<file path="src/rtl/rtc_dir_sequencer.sv">
// rtl/rtc_dir_sequencer.sv - sweeps RTC register indices 0..LAST_INDEX through a bus controller with timeout
module rtc_dir_sequencer #(
    parameter int LAST_INDEX = 9,
    parameter int TIMEOUT    = 255
) (
    input  logic       clk,
    input  logic       reset,
    input  logic       start,
    input  logic       bus_done,
    input  logic [7:0] bus_data_in,
    output logic [3:0] dir_index,
    output logic       dir_en,
    output logic       bus_req,
    output logic [7:0] data_out,
    output logic [3:0] data_index,
    output logic       data_valid,
    output logic       busy,
    output logic       done,
    output logic       error
);

    typedef enum logic [2:0] {
        IDLE,
        SETUP,
        REQ,
        CAPTURE,
        FINISH
    } state_t;

    localparam logic [7:0] TIMEOUT_LAST = 8'(TIMEOUT - 1);
    localparam logic [3:0] LAST_IDX     = 4'(LAST_INDEX);

    state_t     state;
    state_t     state_next;
    logic [7:0] timeout_cnt;
    logic       timeout_hit;
    logic       last_hit;

    assign timeout_hit = (timeout_cnt == TIMEOUT_LAST);
    assign last_hit    = (dir_index == LAST_IDX);

    // bus_done is checked before the timeout so a completion on the final allowed cycle still counts
    always_comb begin
        state_next = state;
        dir_en     = 1'b0;
        bus_req    = 1'b0;
        data_valid = 1'b0;
        done       = 1'b0;
        busy       = 1'b1;
        case (state)
            IDLE: begin
                busy = 1'b0;
                if (start) begin
                    state_next = SETUP;
                end
            end
            SETUP: begin
                dir_en     = 1'b1;
                state_next = REQ;
            end
            REQ: begin
                dir_en  = 1'b1;
                bus_req = 1'b1;
                if (bus_done) begin
                    state_next = CAPTURE;
                end else if (timeout_hit) begin
                    state_next = FINISH;
                end
            end
            CAPTURE: begin
                data_valid = 1'b1;
                state_next = last_hit ? FINISH : SETUP;
            end
            FINISH: begin
                done       = 1'b1;
                state_next = IDLE;
            end
            default: begin
                busy       = 1'b0;
                state_next = IDLE;
            end
        endcase
    end

    always_ff @(posedge clk) begin
        if (reset) begin
            state       <= IDLE;
            dir_index   <= 4'd0;
            data_out    <= 8'h00;
            data_index  <= 4'd0;
            error       <= 1'b0;
            timeout_cnt <= 8'd0;
        end else begin
            state <= state_next;
            case (state)
                IDLE: begin
                    if (start) begin
                        dir_index <= 4'd0;
                        error     <= 1'b0;
                    end
                end
                SETUP: begin
                    timeout_cnt <= 8'd0;
                end
                REQ: begin
                    if (bus_done) begin
                        data_out   <= bus_data_in;
                        data_index <= dir_index;
                    end else if (timeout_hit) begin
                        error <= 1'b1;
                    end else begin
                        timeout_cnt <= timeout_cnt + 8'd1;
                    end
                end
                CAPTURE: begin
                    if (!last_hit) begin
                        dir_index <= dir_index + 4'd1;
                    end
                end
                default: begin
                end
            endcase
        end
    end

endmodule

</file>
<file path="config.mk">
export PLATFORM = sky130hd
export DESIGN_NAME = rtc_dir_sequencer
export DESIGN_NICKNAME = d
export VERILOG_FILES = /design/src/rtl/rtc_dir_sequencer.sv
export SDC_FILE = /design/constraint.sdc
export NUM_CORES = 1
export LEC_CHECK = 0
export ABC_CLOCK_PERIOD_IN_PS = 1900
export BUFFER_PORTS_ARGS = -buffer_cell sky130_fd_sc_hd__buf_2
export CAP_MARGIN = 20
export CORE_MARGIN = 4
export CORE_UTILIZATION = 54
export CTS_BUF_LIST = sky130_fd_sc_hd__clkbuf_8
export DETAILED_ROUTE_END_ITERATION = 6
export PLACE_DENSITY_LB_ADDON = 0.2
export SLEW_MARGIN = 30
export SYNTH_ARGS = -nofsm -noshare
export SYNTH_HDL_FRONTEND = slang
export SYNTH_SLANG_ARGS = --single-unit
</file>
<file path="constraint.sdc">
create_clock -name clk -period 1.9 [get_ports clk]
set_input_delay 0.38 -clock clk [delete_from_list [all_inputs] [get_ports clk]]
set_output_delay 0.38 -clock clk [all_outputs]
set_load 0.01 [all_outputs]
</file>
==> flow_metrics.env, run 1 <==
export IMPL_grt_pass1_wl_microns=5080
export IMPL_timing_rr_start="timeout_cnt[0]"
export IMPL_grt_overflow=0
export IMPL_yosysTopAreaCell="dfxtp_1"
export IMPL_cts_buffers=3
export IMPL_dr_total_vias=1278
export IMPL_hold_viol_final=0
export IMPL_synthCells=168
export IMPL_whs_path_depth=2
export IMPL_crit_fanout=10
export IMPL_fmax_ghz=0.558
export IMPL_dpl_hpwl_microns=2210
export IMPL_numPortBuffers=33
export IMPL_p_per_area_nw_per_um2=776
export IMPL_io_pin_count=34
export IMPL_yosysUniqueCellTypes=42
export IMPL_holdCritPathClass="in2reg"
export IMPL_antenna_found_initial=0
export IMPL_yosys_top_cells_area="dfxtp_1 (40%), a21oi_1 (8.3%), nand2_1 (8.1%), ha_1 (3.6%), nor3_1 (2.9%)"
export IMPL_rsz0062_at_grt="false"
export IMPL_synth_avg_cell_area_sq_um=8.27
export IMPL_synth_nets=184
export IMPL_wl_microns=2990
export IMPL_synth_top_cell_area_share_pct=40.3
export IMPL_start_kind="register"
export IMPL_synth_commonest_cells="nand2_1 (30), dfxtp_1 (28), a21oi_1 (23)"
export IMPL_fp_dieH_microns=58.7
export IMPL_async_flop_share_pct=0
export IMPL_ys_warn_count=0
export IMPL_setup_worst_path_end_class="output port"
export IMPL_tightest_slew_ns=0.400
export IMPL_start_util_pct=56.6
export IMPL_yosys_most_used_dff="dfxtp_1"
export IMPL_fillerInstances=222
export IMPL_drc_errors=0
export IMPL_ant_nets=0
export IMPL_cts_sinks=28
export IMPL_ir_worst_vdd_uv=576
export IMPL_slew_viol_final=0
export IMPL_worstSkewPairLatency_ns=0.27
export IMPL_timing_final_crit_share_pct=94.4
export IMPL_setup_tns_ns=0
export IMPL_yosysMostFrequentCell="nand2_1"
export IMPL_drtIter0Drc=42
export IMPL_syn_area_sq_um=1390
export IMPL_ys_ff_latch=28
export IMPL_root_buffer="clkbuf_8"
export IMPL_hold_end="error"
export IMPL_vias_per_cell=5.53
export IMPL_status="completed"
export IMPL_fp_coreArea_sq_um=2450
export IMPL_place_area_sq_um=1580
export IMPL_tritoncts="built"
export IMPL_grt_start_max_net_pins=18
export IMPL_crit_type="reg2out"
export IMPL_synth_edf_count=0
export IMPL_firstDrtPassIters=4
export IMPL_r2r_slack_ns=0.26
export IMPL_grt_pass1_vias=1148
export IMPL_diodes=0
export IMPL_p_leak_nw=0.673
export IMPL_final_area_sq_um=1650
export IMPL_wire_per_inst_microns=12.9
export IMPL_finalNetCount=218
export IMPL_drv_cap=0
export IMPL_hp_start="start"
export IMPL_relSlewSlack_pct=73.3
export IMPL_die_x_microns=58.7
export IMPL_r2r_end="timeout_cnt[7]"
export IMPL_rows=18
export IMPL_clock_path_buffers=2
export IMPL_die_area_sq_um=3450
export IMPL_syn2layout_area_growth_pct=19.0
export IMPL_reg2reg_depth=6
export IMPL_grt_usage_pct=18.7
export IMPL_cts_clk_slew_worst_paths_ns=0.10
export IMPL_drive_gt1_share_pct=27.4
export IMPL_synth_seq_area_share_pct=40.3
export IMPL_setup_viol=0
export IMPL_worstPathArrival_ns=1.41
export IMPL_required_ns=1.52
export IMPL_fin_crit_ns=1.79
export IMPL_place_congestion=0.871
export IMPL_cts_htree_levels=1
export IMPL_cts_hold_buffers=0
export IMPL_fin_skew_ns=0.00674
[sequential cells by signal, summed over array words and instances (netlist names)]
signal and count:
dir_index 4, error 1, timeout_cnt 8, state 3, data_out 8, data_index 4
[timing repair]
item                       4_1_cts  5_1_grt
buffers inserted                 0        0
setup endpoints to repair        0        1
resized for setup                0        1
[worst max-delay path, stage by stage, from the launching register on]
cell      delay [ns]
dfxtp_1         0.40
buf_4           0.20
nand3b_2        0.25
inv_1           0.14
buf_2           0.15
[report_power, final]
group	switching [mW]	internal, mW	total (mW)
Combinational	0.119	0.0781	0.197
Clock	0.183	0.282	0.465
Sequential	0.0176	0.603	0.621
[kinds of logic (layout without fill, tap and decap cells)]
kind of cell	count (synthesis)	in the layout	share of synthesized area, %
mux	1	1	0.810
compound gates	46	46	21.4
buf+inv	17	50	5.85
simple gates	72	72	28.0
flops	28	28	40.3
fa+ha+maj	4	4	3.60
[layout by cell type, fill, tap and decap left out, types with 2 or more instances in the layout]
cell,synthesis,layout
buf_2,2,33
nand2_1,30,30
dfxtp_1,28,28
a21oi_1,23,23
nor3_1,8,8
nor2_1,7,7
inv_1,7,6
nand3_1,6,6
buf_4,2,6
a31oi_1,4,4
o21ai_0,4,4
ha_1,4,4
nor4_1,3,3
clkbuf_8,0,3
nor3b_1,2,2
nand2b_1,2,2
o21a_1,2,2
nand3b_1,2,2
and3_1,2,2
a211oi_1,2,2
a311oi_1,2,2
[metrics by stage]
stage | total power, mW | std cells | worst slack [ns] | util [%] | hold WS [ns]
CTS | 1.29 | 231 | 0.0649 | 67.4 | 0.306
finish | 1.28 | 231 | 0.107 | 67.4 | 0.306
global route | 1.35 | 231 | 0.00669 | 67.4 | 0.310
global placement | 0.826 | 227 | 0.287 | 64.5 | 0.438
detailed placement | 0.831 | 227 | 0.229 | 64.5 | 0.450
floorplan | 0.773 | 168 | 0.374 | - | 0.477
[per-layer routing]
layer  wire [microns]  GRT usage (%)  part of all wire [%]  up-vias
met1             1350           24.5                    45      578
met4               26           5.83                  0.87        0
met3              146           3.29                   4.9        4
met5                0              0                     0        -
li1                 -              -                     -      665
met2             1470           31.2                    49       31
[layout make-up]
type | count | area [sq um] | area share [%]
Tap cell | 30 | 37.5 | 2.27
Multi-Input combinational cell | 123 | 748 | 45.2
Clock inverter | 1 | 30.0 | 1.82
Clock buffer | 3 | 41.3 | 2.50
Inverter | 7 | 26.3 | 1.59
Timing Repair Buffer | 39 | 210 | 12.7
Sequential cell | 28 | 561 | 33.9
[worst max path at each step]
stage / startpoint / end / slack, ns / depth (start not counted)
global placement: bus_done / timeout_cnt[6] / 0.29 / 5
CTS: state[2] / bus_req / 0.06 / 3
floorplan: dir_index[1] / dir_index[1] / 0.37 / 6
finish: state[2] / data_valid / 0.11 / 4
detailed placement: bus_done / timeout_cnt[6] / 0.23 / 5
global route: state[2] / data_valid / 0.007 / 4
Power figures use the tool's default switching activity.
==> run 2: changes to the inputs <==
==> constraint.sdc (replaced) <==
create_clock -name clk -period 1.9 [get_ports clk]
set_input_delay 0.19 -clock clk [delete_from_list [all_inputs] [get_ports clk]]
set_output_delay 0.19 -clock clk [all_outputs]
set_load 0.01 [all_outputs]
==> run 2 against run 1 <==
Compared with the run above:
- setup slack improved by 0.028 ns
- register-to-register slack got worse by 0.13 ns
- non-clock buffer count did not move
- wire length rose by 1.1%
- sequential power rose by 1%
- largest cell class unchanged
==> flow_metrics.env, run 2 (synthesis gave the netlist of run 1 again) <==
export IMPL_final_common_cell="buf_2"
export IMPL_place_congestion=0.874
export IMPL_status="completed"
export IMPL_drc_errors=0
export IMPL_antenna_found_initial=0
export IMPL_fp_coreArea_sq_um=2450
export IMPL_setup_tns_ns=0
export IMPL_slew_viol_final=0
export IMPL_grt_usage_pct=18.3
export IMPL_setup_viol=0
export IMPL_tightest_slew_ns=0.490
export IMPL_drtIter0Drc=42
export IMPL_io_pin_count=34
export IMPL_mostFrequentLayoutCells="buf_2 (33), nand2_1 (30), dfxtp_1 (28)"
export IMPL_fin_cells=231
export IMPL_cts_htree_levels=1
export IMPL_fmax_ghz=0.566
export IMPL_die_x_microns=58.7
export IMPL_cp_top_family="flip-flops"
export IMPL_cts_hold_buffers=0
export IMPL_dr_total_vias=1341
export IMPL_slowest_delay_ns=0.64
export IMPL_finalNetCount=218
export IMPL_cts_clk_slew_worst_paths_ns=0.10
export IMPL_fin_crit_ns=1.77
export IMPL_syn2layout_area_growth_pct=19.0
export IMPL_fp_dieH_microns=58.7
export IMPL_drv_cap=0
export IMPL_reg_top3="data_out (8), timeout_cnt (8)"
export IMPL_numPortBuffers=33
export IMPL_cp_num_buf_inv=0
export IMPL_rsz0062_at_grt="false"
export IMPL_worstSkewPairLatency_ns=0.27
export IMPL_rows=18
export IMPL_tritoncts="built"
export IMPL_ant_nets=0
export IMPL_worstPathArrival_ns=1.94
export IMPL_cts_setup_buffers=0
export IMPL_cts_buffers=3
export IMPL_grt_pass1_wl_microns=5000
export IMPL_reg2reg_depth=4
export IMPL_wl_microns=3020
export IMPL_path_depth=4
export IMPL_clock_path_buffers=2
export IMPL_fin_skew_ns=0.00392
export IMPL_firstDrtPassIters=4
export IMPL_vias_per_cell=5.81
export IMPL_timing_final_crit_share_pct=92.9
export IMPL_start_util_pct=56.6
export IMPL_p_leak_nw=0.675
export IMPL_cts_sinks=28
export IMPL_crit_fanout=13
export IMPL_diodes=0
export IMPL_holdCritPathClass="in2reg"
export IMPL_die_area_sq_um=3450
export IMPL_path_cells="nand2b_1, or2_1, a21oi_1, mux2_2"
export IMPL_cpMaxStageDelayCell="dfxtp_1"
export IMPL_wire_per_inst_microns=13.1
export IMPL_required_ns=2.07
export IMPL_hold_viol_final=0
export IMPL_dpl_hpwl_microns=2200
export IMPL_start_kind="register"
export IMPL_setup_worst_path_end_class="register"
export IMPL_grt_start_max_net_pins=18
export IMPL_grt_overflow=0
export IMPL_dp_cells=227
export IMPL_drive_gt1_share_pct=26.9
export IMPL_holdWs_ns=0.119
export IMPL_ir_worst_vdd_uv=512
export IMPL_whs_path_depth=2
export IMPL_crit_type="reg2reg"
export IMPL_root_buffer="clkbuf_8"
export IMPL_p_per_area_nw_per_um2=778
export IMPL_grt_pass1_vias=1168
export IMPL_post_cts_resized=0
export IMPL_relSlewSlack_pct=67.3
==> run 2: cell types whose count changed in the layout (fill, tap and decap cells not counted) <==
| cell | delta |
|---|---|
| inv_2 | -1 |
| inv_1 | +1 |
==> run 2: where the power goes <==
| group | leakage (nW) | internal, mW | switching, mW |
|---|---|---|---|
| combinational | 0.413 | 0.0774 | 0.114 |
| sequential | 0.226 | 0.603 | 0.0235 |
| clock | 0.0357 | 0.282 | 0.187 |
| total | 0.675 | 0.963 | 0.324 |
==> run 2: final cells by class <==
| class | count | area (sq um) |
|---|---|---|
| clock buffer | 3 | 41.3 |
| inverter | 7 | 26.3 |
| clock inverter | 1 | 30.0 |
| multi-input combinational | 123 | 748 |
| tap | 30 | 37.5 |
| timing repair buffer | 39 | 210 |
| sequential | 28 | 561 |
| fill | 207 | 801 |
==> run 2: through the flow <==
| step | setup slack, ns | total power [mW] | area, sq um | util (%) |
|---|---|---|---|---|
| 2_1_floorplan | 0.374 | 0.773 | 1390 | - |
| 3_3_place_gp | 0.249 | 0.824 | 1580 | 64.5 |
| 3_5_place_dp | 0.188 | 0.830 | 1580 | 64.5 |
| 4_1_cts | 0.143 | 1.29 | 1650 | 67.4 |
| 5_1_grt | 0.0339 | 1.35 | 1650 | 67.4 |
| 6_report | 0.134 | 1.29 | 1650 | 67.4 |
==> run 2: final timing paths <==
| check | from | endpoint | slack [ns] |
|---|---|---|---|
| max | state[0] | timeout_cnt[6] | 0.13 |
| min | start | error | 0.12 |
| max reg2reg | state[0] | timeout_cnt[6] | 0.13 |
| min reg2reg | data_out[7] | data_out[7] | 0.46 |
==> run 2: metal layers <==
metal,GRT usage (%),vias to the layer above,wire length (microns)
met3,2.85,7,157
met5,0,-,0
met2,30.9,35,1530
met4,7.77,0,47
met1,23.0,632,1290
li1,-,667,-
==> run 3: changes to the inputs <==
Settings changed: ABC_CLOCK_PERIOD_IN_PS 1900 to 2100, CORE_UTILIZATION 54 to 55.
Clock period 1.9 ns to 2.1 ns, I/O delays scaled along.
==> run 3 against run 2 <==
Compared with the run above:
- first-iteration DRC count grew 33%
- setup slack better by 0.075 ns
- largest power group unchanged
- via count down 1.2%
- sequential share of layout area is 0.68 points higher
- register-to-register slack improved by 0.08 ns
- worst hold slack gained 0.023 ns
- critical path depth grew 1
- combinational power fell by 17%
- critical path type unchanged
- clock-buffer cell count unchanged
- sequential cell count did not move
- sequential power shrank 8.6%
- cell count down 2.6%
==> flow_metrics.env, run 3 (synthesis gave the netlist of run 1 again) <==
export IMPL_status="completed"
export IMPL_ant_nets=0
export IMPL_fp_dieH_microns=58.3
export IMPL_grt_start_max_net_pins=31
export IMPL_finalNetCount=214
export IMPL_grt_usage_pct=19.3
export IMPL_drive_gt1_share_pct=25.4
export IMPL_slew_viol_final=0
export IMPL_wire_per_inst_microns=13.6
export IMPL_start_kind="register"
export IMPL_numPortBuffers=33
export IMPL_rsz0062_at_grt="false"
export IMPL_cts_sinks=28
export IMPL_reg2reg_depth=5
export IMPL_final_common_cell="buf_2"
export IMPL_p_seq_share_pct=49.7
export IMPL_wl_microns=3070
export IMPL_mostFrequentLayoutCells="buf_2 (33), nand2_1 (30), dfxtp_1 (28)"
export IMPL_dr_total_vias=1325
export IMPL_drc_errors=0
export IMPL_p_per_area_nw_per_um2=711
export IMPL_cts_hold_buffers=0
export IMPL_tritoncts="built"
export IMPL_pwr_share_clk_pct=36.6
export IMPL_post_cts_resized=0
export IMPL_ir_worst_vdd_uv=707
export IMPL_firstDrtPassIters=4
export IMPL_hold_viol_final=0
export IMPL_timing_rr_start="state[1]"
export IMPL_relSlewSlack_pct=62.3
export IMPL_tightest_slew_ns=0.565
export IMPL_dpl_hpwl_microns=2200
export IMPL_setup_viol=0
export IMPL_worstSkewPairLatency_ns=0.27
export IMPL_crit_fanout=13
export IMPL_grt_overflow=0
export IMPL_fmax_ghz=0.529
export IMPL_rows=17
export IMPL_diodes=0
export IMPL_root_buffer="clkbuf_8"
export IMPL_cts_buffers=3
export IMPL_io_pin_count=34
export IMPL_antenna_found_initial=0
export IMPL_grt_pass1_wl_microns=5200
export IMPL_crit_type="reg2reg"
export IMPL_grt_pass1_vias=1220
export IMPL_setup_tns_ns=0
export IMPL_r2r_slack_ns=0.21
export IMPL_fin_crit_ns=1.89
export IMPL_cts_htree_levels=1
export IMPL_die_area_sq_um=3400
export IMPL_endpoint="data_out[1]"
export IMPL_syn2layout_area_growth_pct=16.7
export IMPL_dp_cells=221
export IMPL_fin_cells=225
export IMPL_fin_skew_ns=0.00365
export IMPL_p_leak_nw=0.656
export IMPL_r2r_end="data_out[1]"
export IMPL_worstSetupStartpoint="state[1]"
export IMPL_setup_worst_path_end_class="register"
export IMPL_reg_top3="data_out (8), timeout_cnt (8)"
export IMPL_p_int_uw=864
export IMPL_drv_cap=0
export IMPL_vias_per_cell=5.89
export IMPL_die_x_microns=58.3
export IMPL_worstPathArrival_ns=2.03
export IMPL_timing_final_crit_share_pct=90.0
export IMPL_p_sw_share_pct=25.1
export IMPL_clock_path_buffers=2
export IMPL_cts_setup_buffers=0
export IMPL_drtIter0Drc=56
export IMPL_power_frac_comb_pct=13.8
export IMPL_cts_clk_slew_worst_paths_ns=0.10
export IMPL_start_util_pct=60.5
export IMPL_place_congestion=0.864
export IMPL_required_ns=2.24
export IMPL_power_switching_uw=289
export IMPL_holdCritPathClass="in2reg"
export IMPL_fp_coreArea_sq_um=2300
## run 3: changes by cell type in the layout (fill, tap and decap cells not counted)
| cell | change |
|---|---|
| buf_4 | -4 |
## run 3: critical path, stage by stage (launching register included)
cell,delay [ns]
dfxtp_1,0.59
or3b_4,0.46
inv_1,0.17
nand2_1,0.29
nand2_1,0.17
a21oi_1,0.08
## run 3: worst min path at each step
| stage | startpoint | endpoint | slack [ns] | cells past startpoint |
|---|---|---|---|---|
| 5_1_grt | start | error | 0.16 | 2 |
| 2_1_floorplan | start | error | 0.31 | 1 |
| 3_5_place_dp | start | error | 0.43 | 2 |
| 6_report | start | error | 0.14 | 2 |
| 4_1_cts | start | error | 0.14 | 2 |
| 3_3_place_gp | start | error | 0.43 | 2 |
## run 3: area by class of cell
type	count	area (sq um)
well taps	28	35.0
multi-input cells	123	748
flip-flops and latches	28	561
inverters	7	26.3
fillers	192	676
clock buffers	3	41.3
clock inverters	1	30.0
repair buffers	35	180
## run 3: power groups by stage
| stage | Clock (mW) | Sequential, mW | Combinational (mW) |
|---|---|---|---|
| after floorplan | 0 | 0.574 | 0.126 |
| final | 0.422 | 0.573 | 0.159 |
| after global placement | 0 | 0.583 | 0.153 |
| after CTS | 0.428 | 0.573 | 0.159 |
| after global routing | 0.443 | 0.577 | 0.177 |
| after detailed placement | 0 | 0.585 | 0.158 |
## run 3: layer usage
| metal | wire length [microns] | share of wire, % | global-route usage (%) |
|---|---|---|---|
| met1 | 1300 | 42 | 24.0 |
| met4 | 27 | 0.88 | 7.95 |
| met3 | 189 | 6.2 | 3.34 |
| met5 | 0 | 0 | 0 |
| met2 | 1550 | 50 | 32.7 |
## run 3: per-stage QoR
stage	setup slack, ns	instance area, sq um	hold slack [ns]	total power, mW	util (%)
4_1_cts	0.199	1620	0.145	1.16	70.6
6_report	0.210	1620	0.142	1.15	70.6
2_1_floorplan	0.574	1390	0.307	0.700	-
5_1_grt	0.0825	1620	0.159	1.20	70.6
3_5_place_dp	0.233	1550	0.431	0.743	67.5
3_3_place_gp	0.337	1550	0.431	0.736	67.5
